`config.mk`:
```
export PLATFORM = sky130hd
export DESIGN_NAME = alu_stack_sequencer
export DESIGN_NICKNAME = d
export VERILOG_FILES = /design/src/rtl/alu_stack_sequencer_pkg.sv /design/src/rtl/alu_stack_sequencer_stack_regfile.sv /design/src/rtl/alu_stack_sequencer.sv
export SDC_FILE = /design/constraint.sdc
export NUM_CORES = 1
export LEC_CHECK = 0
export ABC_AREA = 1
export BUFFER_PORTS_ARGS = -buffer_cell sky130_fd_sc_hd__buf_2
export CORE_MARGIN = 4
export CORE_UTILIZATION = 59
export CTS_BUF_LIST = sky130_fd_sc_hd__clkbuf_16
export DETAILED_ROUTE_END_ITERATION = 8
export GPL_TIMING_DRIVEN = 0
export MAX_ROUTING_LAYER = met4
export PLACE_DENSITY = 0.83
export SLEW_MARGIN = 20
export SYNTH_ARGS = -nofsm -noshare
export SYNTH_HDL_FRONTEND = slang
export SYNTH_HIERARCHICAL = 1
export SYNTH_SLANG_ARGS = --single-unit
```
`constraint.sdc`:
```
create_clock -name clk -period 3.1 [get_ports clk]
set_clock_uncertainty 0.1 [all_clocks]
set_input_delay 0.155 -clock clk [delete_from_list [all_inputs] [get_ports clk]]
set_output_delay 0.155 -clock clk [all_outputs]
set_load 0.005 [all_outputs]
```
`src/rtl/alu_stack_sequencer_pkg.sv`:
```
// Shared ALU opcode, stack command and sequencer state encodings for the
// stack processor's ALU initiator.
package alu_defs;

   localparam logic [3:0] ALU_ADD      = 4'd0;
   localparam logic [3:0] ALU_SUB      = 4'd1;
   localparam logic [3:0] ALU_AND      = 4'd2;
   localparam logic [3:0] ALU_OR       = 4'd3;
   localparam logic [3:0] ALU_XOR      = 4'd4;
   localparam logic [3:0] ALU_SELA     = 4'd5;
   localparam logic [3:0] ALU_SELB     = 4'd6;
   localparam logic [3:0] ALU_NEQ      = 4'd7;
   localparam logic [3:0] ALU_NZA      = 4'd8;
   localparam logic [3:0] ALU_BLTA     = 4'd9;
   localparam logic [3:0] ALU_OPER_MAX = 4'b1001;

   typedef logic [1:0] cmd_op_t;
   localparam cmd_op_t CMD_PUSH = 2'b00;
   localparam cmd_op_t CMD_POP  = 2'b01;
   localparam cmd_op_t CMD_OP   = 2'b10;
   localparam cmd_op_t CMD_NOP  = 2'b11;

   typedef logic [1:0] state_t;
   localparam state_t ST_IDLE = 2'd0;
   localparam state_t ST_EXEC = 2'd1;
   localparam state_t ST_WB   = 2'd2;

   function automatic logic oper_supported(input logic [3:0] oper);
      return oper <= ALU_OPER_MAX;
   endfunction

endpackage

```
`src/rtl/alu_stack_sequencer_stack_regfile.sv`:
```
// Operand stack storage: DEPTH x WIDTH flops, one synchronous write port and
// two asynchronous read ports (top and next-of-top).
module stack_regfile #(
   parameter int WIDTH = 16,
   parameter int DEPTH = 8,
   localparam int AW   = $clog2(DEPTH)
) (
   input  logic             clk_i,
   input  logic             we_i,
   input  logic [AW-1:0]    waddr_i,
   input  logic [WIDTH-1:0] wdata_i,
   input  logic [AW-1:0]    raddr_a_i,
   input  logic [AW-1:0]    raddr_b_i,
   output logic [WIDTH-1:0] rdata_a_o,
   output logic [WIDTH-1:0] rdata_b_o
);

   localparam int AWP = AW + 1;
   localparam logic [AW:0] DEPTH_W = AWP'(DEPTH);

   logic [WIDTH-1:0] mem_q [DEPTH];

   // Addresses past DEPTH only occur for non-power-of-two depths; they are ignored.
   always_ff @(posedge clk_i) begin
      if (we_i && ({1'b0, waddr_i} < DEPTH_W)) begin
         mem_q[waddr_i] <= wdata_i;
      end
   end

   assign rdata_a_o = ({1'b0, raddr_a_i} < DEPTH_W) ? mem_q[raddr_a_i] : '0;
   assign rdata_b_o = ({1'b0, raddr_b_i} < DEPTH_W) ? mem_q[raddr_b_i] : '0;

endmodule

```
`src/rtl/alu_stack_sequencer.sv`:
```
// Stack-processor ALU initiator: owns the operand stack, sequences PUSH/POP/OP
// commands and drives an external combinational ALU with NOS/TOS operands.
module alu_stack_sequencer
   import alu_defs::*;
#(
   parameter int WIDTH = 16,
   parameter int DEPTH = 8,
   localparam int SP_W = $clog2(DEPTH + 1)
) (
   input  logic             clk,
   input  logic             reset,
   input  logic             cmd_valid,
   output logic             cmd_ready,
   input  logic [1:0]       cmd_op,
   input  logic [3:0]       cmd_oper,
   input  logic [WIDTH-1:0] cmd_data,
   output logic [3:0]       alu_oper,
   output logic [WIDTH-1:0] alu_a,
   output logic [WIDTH-1:0] alu_b,
   input  logic [WIDTH-1:0] alu_out,
   input  logic             alu_ovf,
   output logic [WIDTH-1:0] tos,
   output logic [SP_W-1:0]  depth,
   output logic             done,
   output logic             err,
   output logic             ovf
);

   localparam int AW = $clog2(DEPTH);
   localparam logic [SP_W-1:0] SP_FULL = SP_W'(DEPTH);
   localparam logic [SP_W-1:0] SP_ONE  = SP_W'(1);
   localparam logic [SP_W-1:0] SP_TWO  = SP_W'(2);

   state_t           state_q, state_d;
   logic [SP_W-1:0]  sp_q, sp_d;
   logic [3:0]       alu_oper_q, alu_oper_d;
   logic [WIDTH-1:0] alu_a_q, alu_a_d;
   logic [WIDTH-1:0] alu_b_q, alu_b_d;
   logic [WIDTH-1:0] res_q, res_d;
   logic             ovf_n_q, ovf_n_d;
   logic             ovf_q, ovf_d;
   logic             done_q, done_d;
   logic             err_q, err_d;

   logic             we;
   logic [AW-1:0]    waddr;
   logic [WIDTH-1:0] wdata;
   logic [AW-1:0]    addr_tos;
   logic [AW-1:0]    addr_nos;
   logic [WIDTH-1:0] rd_tos;
   logic [WIDTH-1:0] rd_nos;
   logic             accept;

   assign addr_tos = AW'(sp_q - SP_ONE);
   assign addr_nos = AW'(sp_q - SP_TWO);

   stack_regfile #(
      .WIDTH (WIDTH),
      .DEPTH (DEPTH)
   ) u_stack (
      .clk_i     (clk),
      .we_i      (we),
      .waddr_i   (waddr),
      .wdata_i   (wdata),
      .raddr_a_i (addr_tos),
      .raddr_b_i (addr_nos),
      .rdata_a_o (rd_tos),
      .rdata_b_o (rd_nos)
   );

   assign cmd_ready = (state_q == ST_IDLE);
   assign accept    = cmd_valid && cmd_ready;

   always_comb begin
      state_d    = state_q;
      sp_d       = sp_q;
      alu_oper_d = alu_oper_q;
      alu_a_d    = alu_a_q;
      alu_b_d    = alu_b_q;
      res_d      = res_q;
      ovf_n_d    = ovf_n_q;
      ovf_d      = ovf_q;
      done_d     = 1'b0;
      err_d      = 1'b0;
      we         = 1'b0;
      waddr      = AW'(sp_q);
      wdata      = cmd_data;

      case (state_q)
         ST_IDLE: begin
            if (accept) begin
               case (cmd_op)
                  CMD_PUSH: begin
                     if (sp_q == SP_FULL) begin
                        err_d = 1'b1;
                     end else begin
                        we     = 1'b1;
                        sp_d   = sp_q + SP_ONE;
                        done_d = 1'b1;
                     end
                  end
                  CMD_POP: begin
                     if (sp_q == '0) begin
                        err_d = 1'b1;
                     end else begin
                        sp_d   = sp_q - SP_ONE;
                        done_d = 1'b1;
                     end
                  end
                  CMD_OP: begin
                     if ((sp_q < SP_TWO) || !oper_supported(cmd_oper)) begin
                        err_d = 1'b1;
                     end else begin
                        alu_oper_d = cmd_oper;
                        alu_a_d    = rd_nos;
                        alu_b_d    = rd_tos;
                        state_d    = ST_EXEC;
                     end
                  end
                  default: ;
               endcase
            end
         end
         // done is registered here so it is visible during the WB cycle.
         ST_EXEC: begin
            res_d   = alu_out;
            ovf_n_d = alu_ovf;
            done_d  = 1'b1;
            state_d = ST_WB;
         end
         ST_WB: begin
            we      = 1'b1;
            waddr   = addr_nos;
            wdata   = res_q;
            sp_d    = sp_q - SP_ONE;
            ovf_d   = ovf_n_q;
            state_d = ST_IDLE;
         end
         default: state_d = ST_IDLE;
      endcase
   end

   always_ff @(posedge clk) begin
      if (reset) begin
         state_q    <= ST_IDLE;
         sp_q       <= '0;
         alu_oper_q <= '0;
         alu_a_q    <= '0;
         alu_b_q    <= '0;
         res_q      <= '0;
         ovf_n_q    <= 1'b0;
         ovf_q      <= 1'b0;
         done_q     <= 1'b0;
         err_q      <= 1'b0;
      end else begin
         state_q    <= state_d;
         sp_q       <= sp_d;
         alu_oper_q <= alu_oper_d;
         alu_a_q    <= alu_a_d;
         alu_b_q    <= alu_b_d;
         res_q      <= res_d;
         ovf_n_q    <= ovf_n_d;
         ovf_q      <= ovf_d;
         done_q     <= done_d;
         err_q      <= err_d;
      end
   end

   assign alu_oper = alu_oper_q;
   assign alu_a    = alu_a_q;
   assign alu_b    = alu_b_q;
   assign tos      = (sp_q == '0) ? '0 : rd_tos;
   assign depth    = sp_q;
   assign done     = done_q;
   assign err      = err_q;
   assign ovf      = ovf_q;

endmodule

```
==> impl_metrics.toml <==
[placement]
io_buffer_count = 101
post-dp-hpwl_um = 19500
dp_cells = 1594
place_congestion = 0.945
pre_cts_slack_ns = 0.249

[finish]
final_cell_count_no_fill = 1649
utilization_pct = 71.6
final_common_cell = "nand2_1"
syn2layout_area_growth_pct = 17.3
n_antenna_cell = 0
drive_above_1_share_pct = 16.5
fill_cells = 1229
mostFrequentLayoutCells = "nand2_1, inv_1, nand3_1"
fin_nets = 1467

[die]
chipHeight_um = 137
rows = 46
die_w_um = 137
die-area_um2 = 18700
pin_count = 102
coreArea_um2 = 16100
start_util_pct = 61.0

[synthesis]
synth_cell_types = 29
ys_ff_latch = 190
syn_avg_cell_area_um2 = 7.71
synth_warnings = 6
syn_area_um2 = 9800
synth_cells = 1271
yosysSeqAreaShare_pct = 51.9
synth_nets = 1318

[power]
power.share.switching_pct = 29.1
p_int_w = 0.00422
total_power_w = 0.00595
clkPwrFrac_pct = 36.2
vdd.ir_drop.worst_mv = 0.442
combPwrFrac_pct = 17.6
p_seq_share_pct = 46.2
p_switching_w = 0.00173
total_leakage_power_nw = 5.63
powerDensity_nw_per_um2 = 517

[clocking]
clock-sinks = 190
clockRootBuffer = "clkbuf_16"
path_clk_slew_ns = 0.07
htree_levels = 4
worstSkewPairLatency_ns = 0.44
cts_tree = "yes"
cts_max_path_buffers = 2
numCtsBuffers = 17
cts_setup_buffers = 0

[sta]
setup_ws_ns = 0.181
max_freq_ghz = 0.343
holdWs_ns = 0.101
relSlewSlack_pct = 36.7
hold_violations = 0
setup_violations = 0
period_needed_ns = 2.92
slew_violations = 0
rsz0062_at_grt = "false"
worst_slew_pin_slew_ns = 0.948
period_share_pct = 94.2

[global_route]
grt_start_max_net_pins = 19
globalRouteMet3Util_pct = 7.90
grtUsageMet2_pct = 49.1
overflow = 0
track_usage_pct = 30.8
grt_pass1_wl_um = 42300
grt_pass1_vias = 8313
antenna_found_initial = 0
busiest_layer = "met2"
use_met1_pct = 38.2

[worst_setup_path]
start_kind = "flop"
critPathMaxStageDelay_ns = 0.42
end_kind = "primary output"
worstPathArrival_ns = 2.66
path_max_fanout = 10
worstPathCellList = "inv_1 > ha_1 > xor2_1 > clkbuf_4 > clkinvlp_4 > clkbuf_4 > nand2_1 > nand2_1 > inv_1 > nor2_1 > buf_2"
cp_slowest_cell = "dfxtp_4"
rrSetupSlack_ns = 0.44
crit_type = "flop to primary output"
required_ns = 2.84

[drt]
final_antenna_net_count = 0
drc = 0
drtIter0Drc = 953
finalWirelength_um = 27800
dr.pass1.iters = 8
vias = 8910
vias_per_cell = 5.40
wl_per_cell_um = 16.9

[hold_path]
hp-class = "input port to flop"

[run_status]
status = "complete, no violations"

[flow_run]
maxCapViolCount = 0
[cell usage after synthesis]
| library cell | n | area share [%] |
|---|---|---|
| buf_8 | 1 | 0.15 |
| xnor2_1 | 1 | 0.089 |
| a21oi_2 | 1 | 0.089 |
| nand2_1 | 488 | 19 |
| a211oi_1 | 1 | 0.077 |
| buf_12 | 2 | 0.41 |
| clkinv_1 | 2 | 0.077 |
| buf_2 | 28 | 1.4 |
| xor2_1 | 2 | 0.18 |
| nand2_2 | 3 | 0.19 |
| nand3_1 | 135 | 6.9 |
| o21ai_0 | 51 | 2.6 |
| nor2_4 | 2 | 0.23 |
| o21a_1 | 1 | 0.077 |
| o21ai_1 | 7 | 0.36 |
| buf_6 | 19 | 2.2 |
| ha_1 | 5 | 0.64 |
| nor2_1 | 124 | 4.7 |
| dfxtp_1 | 62 | 13 |
| clkbuf_1 | 8 | 0.31 |
| a21oi_1 | 3 | 0.15 |
| buf_4 | 9 | 0.69 |
| inv_12 | 1 | 0.17 |
| nor2_2 | 19 | 1.2 |
| inv_2 | 2 | 0.077 |
| o22ai_1 | 1 | 0.064 |
| nor3_1 | 1 | 0.051 |
| inv_1 | 164 | 6.3 |
| edfxtp_1 | 128 | 39 |
[critical path: cells and delay by family, from the launching register on]
kind                       cells  cell delay [ns]
buffers and inverters          6             1.10
and+or+nand+nor                3             0.26
DFF                            1             0.42
xor gates and xnor gates       1             0.19
adders and majority gates      1             0.25
[registers in the layout, summed over array words and instances (netlist names)]
register,count
alu_oper,4
err,1
u_stack/mem_q,128
alu_a,16
state_q,2
alu_b,16
done,1
depth,4
ovf,1
res_q,16
ovf_n_q,1
[area by class of cell]
class,count,area [um2],share of cell area [%]
multi-input combinational,845,3580,31.2
tap,216,270,2.35
inverter,169,651,5.66
buffer,67,512,4.45
clock buffer,17,425,3.70
timing repair buffer,130,818,7.12
sequential,190,5090,44.3
clock inverter,15,151,1.32
[power groups by stage]
stage	Sequential, W	Combinational [W]	Clock, W
2_1_floorplan	0.00280	0.000627	0
3_3_place_gp	0.00280	0.000953	0
3_5_place_dp	0.00280	0.000977	0
4_1_cts	0.00275	0.00101	0.00217
5_1_grt	0.00275	0.00113	0.00228
6_report	0.00275	0.00105	0.00215
[per-layer routing]
| layer | vias up | wire length [um] |
|---|---|---|
| li1 | 4245 | - |
| met1 | 3993 | 10700 |
| met2 | 597 | 12900 |
| met3 | 75 | 3390 |
| met4 | 0 | 806 |
| met5 | - | 0 |
[final timing paths]
path	end	start	depth (start not counted)
worst max-delay path	tos[9]	depth[0]$_SDFFE_PP0P_	11
worst min-delay path	err$_SDFF_PP0_	cmd_op[1]	5
worst max register to register	u_stack/mem_q[6][9]$_DFFE_PP_	depth[1]$_SDFFE_PP0P_	5
worst min register to register	alu_a[11]$_SDFFE_PP0P_	alu_a[11]$_SDFFE_PP0P_	2
[logic make-up after synthesis]
family	synth area share, %
flops	51.9
compound gates	3.42
fa+ha+maj	0.638
xor+xnor	0.268
buf+inv	11.8
simple gates	32.0
[metrics by stage]
| stage | setup TNS (ns) | cell area (um2) |
|---|---|---|
| after detailed placement | 0 | 10700 |
| after global placement | -25.47 | 10600 |
| after floorplan | 0 | 9800 |
| after global routing | 0 | 11500 |
| final | 0 | 11500 |
| after CTS | 0 | 11500 |
[timing repair]
action,CTS,global route
endpoints found under the setup margin,9,10
gates resized for setup,1,5
hold buffers,23,0
hold endpoints to repair,27,0
No activity file was read; power rests on OpenSTA's default activity.
